[src/rtl/expu_pkg.sv]
// Shared EXPU control package: counter width and counter type.
// Imported by expu_row_ctrl.
package expu_pkg;

  localparam int unsigned CTRL_CNT_WIDTH = 16;

  typedef logic [CTRL_CNT_WIDTH-1:0] expu_ctrl_cnt_t;

endpackage

[src/rtl/expu_ctrl_slot.sv]
// One elastic stage of the row controller: a valid/tag pair with its
// advance and load-enable logic.
// Ports: clk, kill (sync clear), v_prev/t_prev in, adv_next in,
//        v/t state out, adv out, en (load enable for this register).
module expu_ctrl_slot (
  input  logic clk,
  input  logic kill,
  input  logic v_prev,
  input  logic t_prev,
  input  logic adv_next,
  output logic v,
  output logic t,
  output logic adv,
  output logic en
);

  // A stage may take new content if empty or if its content moves on.
  assign adv = ~v | adv_next;

  // Only real elements are loaded into the datapath register.
  assign en = adv & v_prev & ~kill;

  always_ff @(posedge clk) begin
    if (kill) begin
      v <= 1'b0;
      t <= 1'b0;
    end else if (adv) begin
      v <= v_prev;
      t <= t_prev;
    end
  end

endmodule

[src/rtl/expu_row_ctrl.sv]
// Valid/ready controller driving expu_row enable/clear as an elastic
// pipeline of NUM_REGS stages, with a last-of-row tag and counters.
// Ports: clk_i, rst_i (sync, active-high), flush_i, valid_i/ready_o/last_i
//   upstream, valid_o/ready_i/last_o downstream, enable_o/clear_o to row,
//   busy_o, elem_cnt_o, row_cnt_o, stall_cnt_o.
// Macro EXPU_ROW_CTRL_PERF_EN enables the saturating stall counter.
module expu_row_ctrl
  import expu_pkg::*;
#(
  parameter int unsigned NUM_REGS  = 2,
  parameter int unsigned CNT_WIDTH = CTRL_CNT_WIDTH
) (
  input  logic                 clk_i,
  input  logic                 rst_i,
  input  logic                 flush_i,
  input  logic                 valid_i,
  output logic                 ready_o,
  input  logic                 last_i,
  output logic                 valid_o,
  input  logic                 ready_i,
  output logic                 last_o,
  output logic [((NUM_REGS > 0) ? NUM_REGS : 1)-1:0] enable_o,
  output logic                 clear_o,
  output logic                 busy_o,
  output logic [CNT_WIDTH-1:0] elem_cnt_o,
  output logic [CNT_WIDTH-1:0] row_cnt_o,
  output logic [CNT_WIDTH-1:0] stall_cnt_o
);

  logic kill;
  logic in_hs;
  logic out_hs;

  assign kill    = rst_i | flush_i;
  assign clear_o = kill;

  generate
    if (NUM_REGS == 0) begin : g_pass
      assign valid_o  = valid_i;
      assign last_o   = last_i;
      assign ready_o  = ready_i & ~kill;
      assign enable_o = '0;
      assign busy_o   = 1'b0;
    end else begin : g_pipe
      logic [NUM_REGS:0]     v;
      logic [NUM_REGS:0]     t;
      logic [NUM_REGS+1:1]   adv;
      logic [NUM_REGS-1:0]   en;

      // Stage 0 is the upstream port; the stage past N is the sink.
      assign v[0]            = valid_i;
      assign t[0]            = last_i;
      assign adv[NUM_REGS+1] = ready_i;

      for (genvar k = 1; k <= NUM_REGS; k++) begin : g_slot
        expu_ctrl_slot u_slot (
          .clk      (clk_i),
          .kill     (kill),
          .v_prev   (v[k-1]),
          .t_prev   (t[k-1]),
          .adv_next (adv[k+1]),
          .v        (v[k]),
          .t        (t[k]),
          .adv      (adv[k]),
          .en       (en[k-1])
        );
      end

      assign ready_o  = adv[1] & ~kill;
      assign valid_o  = v[NUM_REGS];
      assign last_o   = t[NUM_REGS];
      assign enable_o = en;
      assign busy_o   = |v[NUM_REGS:1];
    end
  endgenerate

  assign in_hs  = valid_i & ready_o;
  assign out_hs = valid_o & ready_i;

  always_ff @(posedge clk_i) begin
    if (kill) begin
      elem_cnt_o <= '0;
    end else if (in_hs) begin
      elem_cnt_o <= last_i ? '0 : elem_cnt_o + 1'b1;
    end
  end

  // A flush still counts a row completing at the output that cycle.
  always_ff @(posedge clk_i) begin
    if (rst_i) begin
      row_cnt_o <= '0;
    end else if (out_hs & last_o) begin
      row_cnt_o <= row_cnt_o + 1'b1;
    end
  end

`ifdef EXPU_ROW_CTRL_PERF_EN
  logic [CNT_WIDTH-1:0] stall_q;

  always_ff @(posedge clk_i) begin
    if (kill) begin
      stall_q <= '0;
    end else if (valid_o & ~ready_i & ~&stall_q) begin
      stall_q <= stall_q + 1'b1;
    end
  end

  assign stall_cnt_o = stall_q;
`else
  assign stall_cnt_o = '0;
`endif

endmodule

[config.mk]
export PLATFORM = sky130hd
export DESIGN_NAME = expu_row_ctrl
export DESIGN_NICKNAME = d
export VERILOG_FILES = /design/src/rtl/expu_pkg.sv /design/src/rtl/expu_ctrl_slot.sv /design/src/rtl/expu_row_ctrl.sv
export SDC_FILE = /design/constraint.sdc
export NUM_CORES = 1
export LEC_CHECK = 0
export ABC_AREA = 1
export CAP_MARGIN = 15
export CORE_MARGIN = 4
export CORE_UTILIZATION = 50
export DETAILED_ROUTE_END_ITERATION = 8
export GPL_ROUTABILITY_DRIVEN = 0
export HOLD_SLACK_MARGIN = 0.1
export PLACE_DENSITY = 0.85
export SLEW_MARGIN = 0
export SYNTH_ARGS = -nofsm -noshare
export SYNTH_HDL_FRONTEND = slang
export SYNTH_SLANG_ARGS = --single-unit
[constraint.sdc]
create_clock -name clk_i -period 2.3 [get_ports clk_i]
set_clock_uncertainty 0.1 [all_clocks]
set_input_delay 0.46 -clock clk_i [delete_from_list [all_inputs] [get_ports clk_i]]
set_output_delay 0.46 -clock clk_i [all_outputs]
set_load 0.1 [all_outputs]
==> key figures <==
Drt
  • ANT nets after route: 0
  • # DRC: 0
  • Final Routed Wirelength: 4.28 mm
  • Routed WL per cell: 11.1 um
  • Router iterations before antenna repair: 4
  • Total number of vias: 1838
  • Via density per instance: 4.75
  • Drt initial violations: 96

Worst setup path
  • End point of the critical path: enable_o[1]
  • Top fanout value on the critical path: 2
  • Delay of the slowest cell on the worst path: 470 ps
  • Minimum setup slack among reg-to-reg paths: 750 ps
  • Required time reported for the critical path endpoint: 1740 ps
  • Worst flop-to-flop path startpoint: elem_cnt_o[3]
  • Launch point of the critical path: rst_i
  • Worst Reg2Reg Path Length in Cells: 7
  • Cell with the largest stage delay on the worst path: clkdlybuf4s50_1
  • Data arrival time of the critical path: 1590 ps
  • WS Path Type: in2out
  • Crit path launch type: primary input
  • Worst-path cell chain: clkdlybuf4s50_1 > nor2_4 > inv_1 > nor3_1 > buf_12
  • Capturing point of the worst reg2reg path: elem_cnt_o[7]
  • Worst setup EP type: output port

Finish
  • Share of the core filled with cells: 66.4%
  • Filler cells: 348
  • Synthesis-to-finish area growth: 25.8%
  • Fraction of layout cells with a size suffix above 1: 22.1%
  • Final antenna diode count: 0
  • Final net count: 346

Power
  • Clock network power share: 35.8%
  • Switching share of total power: 31.8%
  • Comb pwr share: 16.7%
  • Sequential power share: 47.5%
  • Power density normalized to cell area: 536 nW/um^2
  • Total internal power: 0.901 mW
  • Highest ir drop seen on vdd: 0.300 mV
  • Total leakage power: 1.12 nW
  • Switching component of the power: 0.421 mW

Clock tree
  • Post_cts resized: 0
  • Max H-tree Level: 2
  • CTS tree: built
  • Post-CTS setup buffer count: 0
  • Clock insertion delay at the later pin of the skew report: 290 ps
  • Register clock-pin slew on the reported worst setup and hold paths: 80 ps
  • Clock buffer count from CTS: 5
  • Clk sinks: 36
  • Clock tree buffer depth: 2
  • Root buf cell: clkbuf_8
  • Cts hold-fix bufs: 0

Floorplan
  • Horizontal extent of the die: 70.6 um
  • Number of rows in the core area: 22
  • Area of the die: 4990 um^2
  • Core footprint: 3720 um^2
  • Initial Util: 52.8%
  • IO Pins: 61
  • DIE HEIGHT: 70.6 um

Timing
  • Number of hold violations in the final report: 0
  • Count of final max-slew check failures: 0
  • Setup repair after global routing missed its margin: no
  • Peak clock frequency supported by timing: 464 MHz
  • Tcrit/Tclk final: 93.7%
  • Setup tns final: 0 ps
  • Final critical path time including I/O delays and setup: 2150 ps
  • Tightest hold margin: 382 ps
  • Final setup violation count: 0

Placement
  • Number of input and output port buffers inserted: 44
  • HPWL after detailed placement: 3.30 mm

Worst hold path
  • Min-delay worst type: reg2reg
  • Depth of the worst hold-timing path: 2

Run status
  • Status: completed

Synth
  • Top cell type's share of synthesized area: 36.8%
  • Synth Register Bits: 36
  • Number of distinct library cells after synthesis: 28
  • Fraction of synthesis flops using an asynchronous set or reset pin: 0%
  • Most frequent cell after synthesis: nand2_1
  • Syn Area/Cell: 6.88 um^2
  • Total standard cell area after synthesis: 1960 um^2
  • Leading area contributor after synthesis: dfxtp_1
  • Warning count from the yosys run: 0
  • Top area cells in the synthesized netlist: dfxtp_1 (37%), nand2_1 (11%), nor2_1 (8.6%)
  • Proportion of synthesized chip area in sequential cells: 36.8%
  • Post-Syn Instances: 285
  • Top FF cell, synth: dfxtp_1
  • Number of enable flip-flop cells after synthesis: 0
  • Commonest cells in the netlist: nand2_1 (57), nor2_1 (45), inv_1 (41)

Global routing
  • Combined global-route utilization of all metal layers: 18.2%
  • Global-route wire length before repair: 7.41 mm
  • Grt total ovfl: 0
  • Maximum number of pins on one net before global-route repair: 15
  • Number of global-route vias before repair: 1756
  • Initial antenna violation count: 0

Flow run
  • Max cap viols: 0
power groups by stage:
stage	Clock (mW)	Combinational [mW]	Sequential, mW
after detailed placement	0	0.220	0.642
after global routing	0.514	0.228	0.628
final	0.474	0.220	0.628
after global placement	0	0.219	0.642
after floorplan	0	0.192	0.650
after CTS	0.485	0.220	0.628
cell families (layout without fill, tap and decap cells):
logic type	after synthesis	count (layout)	synth area share, %
and+or+nand+nor	145	145	35.5
buffers and inverters	65	104	16.3
DFF	36	36	36.8
adders and majority gates	2	2	1.28
AOI/OAI and AO/OA	36	36	9.96
other	1	16	0.191
critical path, delay by kind of cell:
family	cells	cell delay, ps
buf+inv	3	740
simple gates	2	380
per-layer routing:
layer | vias to the layer above | wire length, um | global-route usage (%)
met5 | - | 0 | 0
met2 | 48 | 2120 | 32.8
met4 | 0 | 57 | 5.64
li1 | 969 | - | -
met1 | 813 | 1830 | 20.6
met3 | 8 | 274 | 5.40
layout by cell type (no fill, tap or decap):
| master | instances |
|---|---|
| nand3_4 | 2 |
| clkinv_2 | 3 |
| nor2_1 | 45 |
| dfxtp_1 | 34 |
| nor2_4 | 4 |
| buf_4 | 42 |
| ha_1 | 2 |
| nand2_1 | 57 |
| nand3_2 | 3 |
| nand4_1 | 3 |
| a21oi_1 | 19 |
| clkbuf_8 | 6 |
| inv_1 | 41 |
| nor2_2 | 2 |
| nor3b_2 | 1 |
| o21ai_2 | 1 |
| nand3_1 | 21 |
| conb_1 | 16 |
| inv_2 | 3 |
| a41oi_1 | 1 |
| nor3_1 | 5 |
| nor3_4 | 1 |
| clkdlybuf4s50_1 | 5 |
| dfxtp_2 | 2 |
| o211a_1 | 1 |
| a211oi_1 | 1 |
| o21ai_0 | 12 |
| nand4_2 | 1 |
| buf_12 | 4 |
| o21ai_1 | 1 |
state kept, by name, indices dropped and copies added (netlist names):
name / cells
g_pipe.g_slot.u_slot.t: 2
elem_cnt_o: 16
g_pipe.g_slot.u_slot.v: 2
row_cnt_o: 16
layout make-up:
type	count	area [um^2]	share of cell area [%]
Inverter	45	170	6.90
Clock inverter	2	10.0	0.406
Multi-Input combinational cell	199	976	39.6
Timing Repair Buffer	51	445	18.1
Tap cell	48	60.1	2.43
Sequential cell	36	723	29.3
Clock buffer	6	82.6	3.35
through the flow:
stage	power, mW	worst slack (ps)	cells	instance area [um^2]
after detailed placement	0.862	133	379	2370
final	1.32	146	387	2470
after CTS	1.33	126	387	2470
after floorplan	0.842	19.6	300	2020
after global placement	0.861	142	379	2370
after global routing	1.37	38.5	387	2470
how the worst min path moves through the flow:
stage                                   start                        end  slack [ps]
global placement                 row_cnt_o[3]               row_cnt_o[3]         370
detailed placement  g_pipe.g_slot[1].u_slot.t  g_pipe.g_slot[1].u_slot.t         370
finish              g_pipe.g_slot[1].u_slot.t  g_pipe.g_slot[1].u_slot.t         380
floorplan           g_pipe.g_slot[1].u_slot.t  g_pipe.g_slot[1].u_slot.t         350
CTS                 g_pipe.g_slot[1].u_slot.t  g_pipe.g_slot[1].u_slot.t         380
global route        g_pipe.g_slot[1].u_slot.t  g_pipe.g_slot[1].u_slot.t         420
No activity file was read; power rests on OpenSTA's default activity.
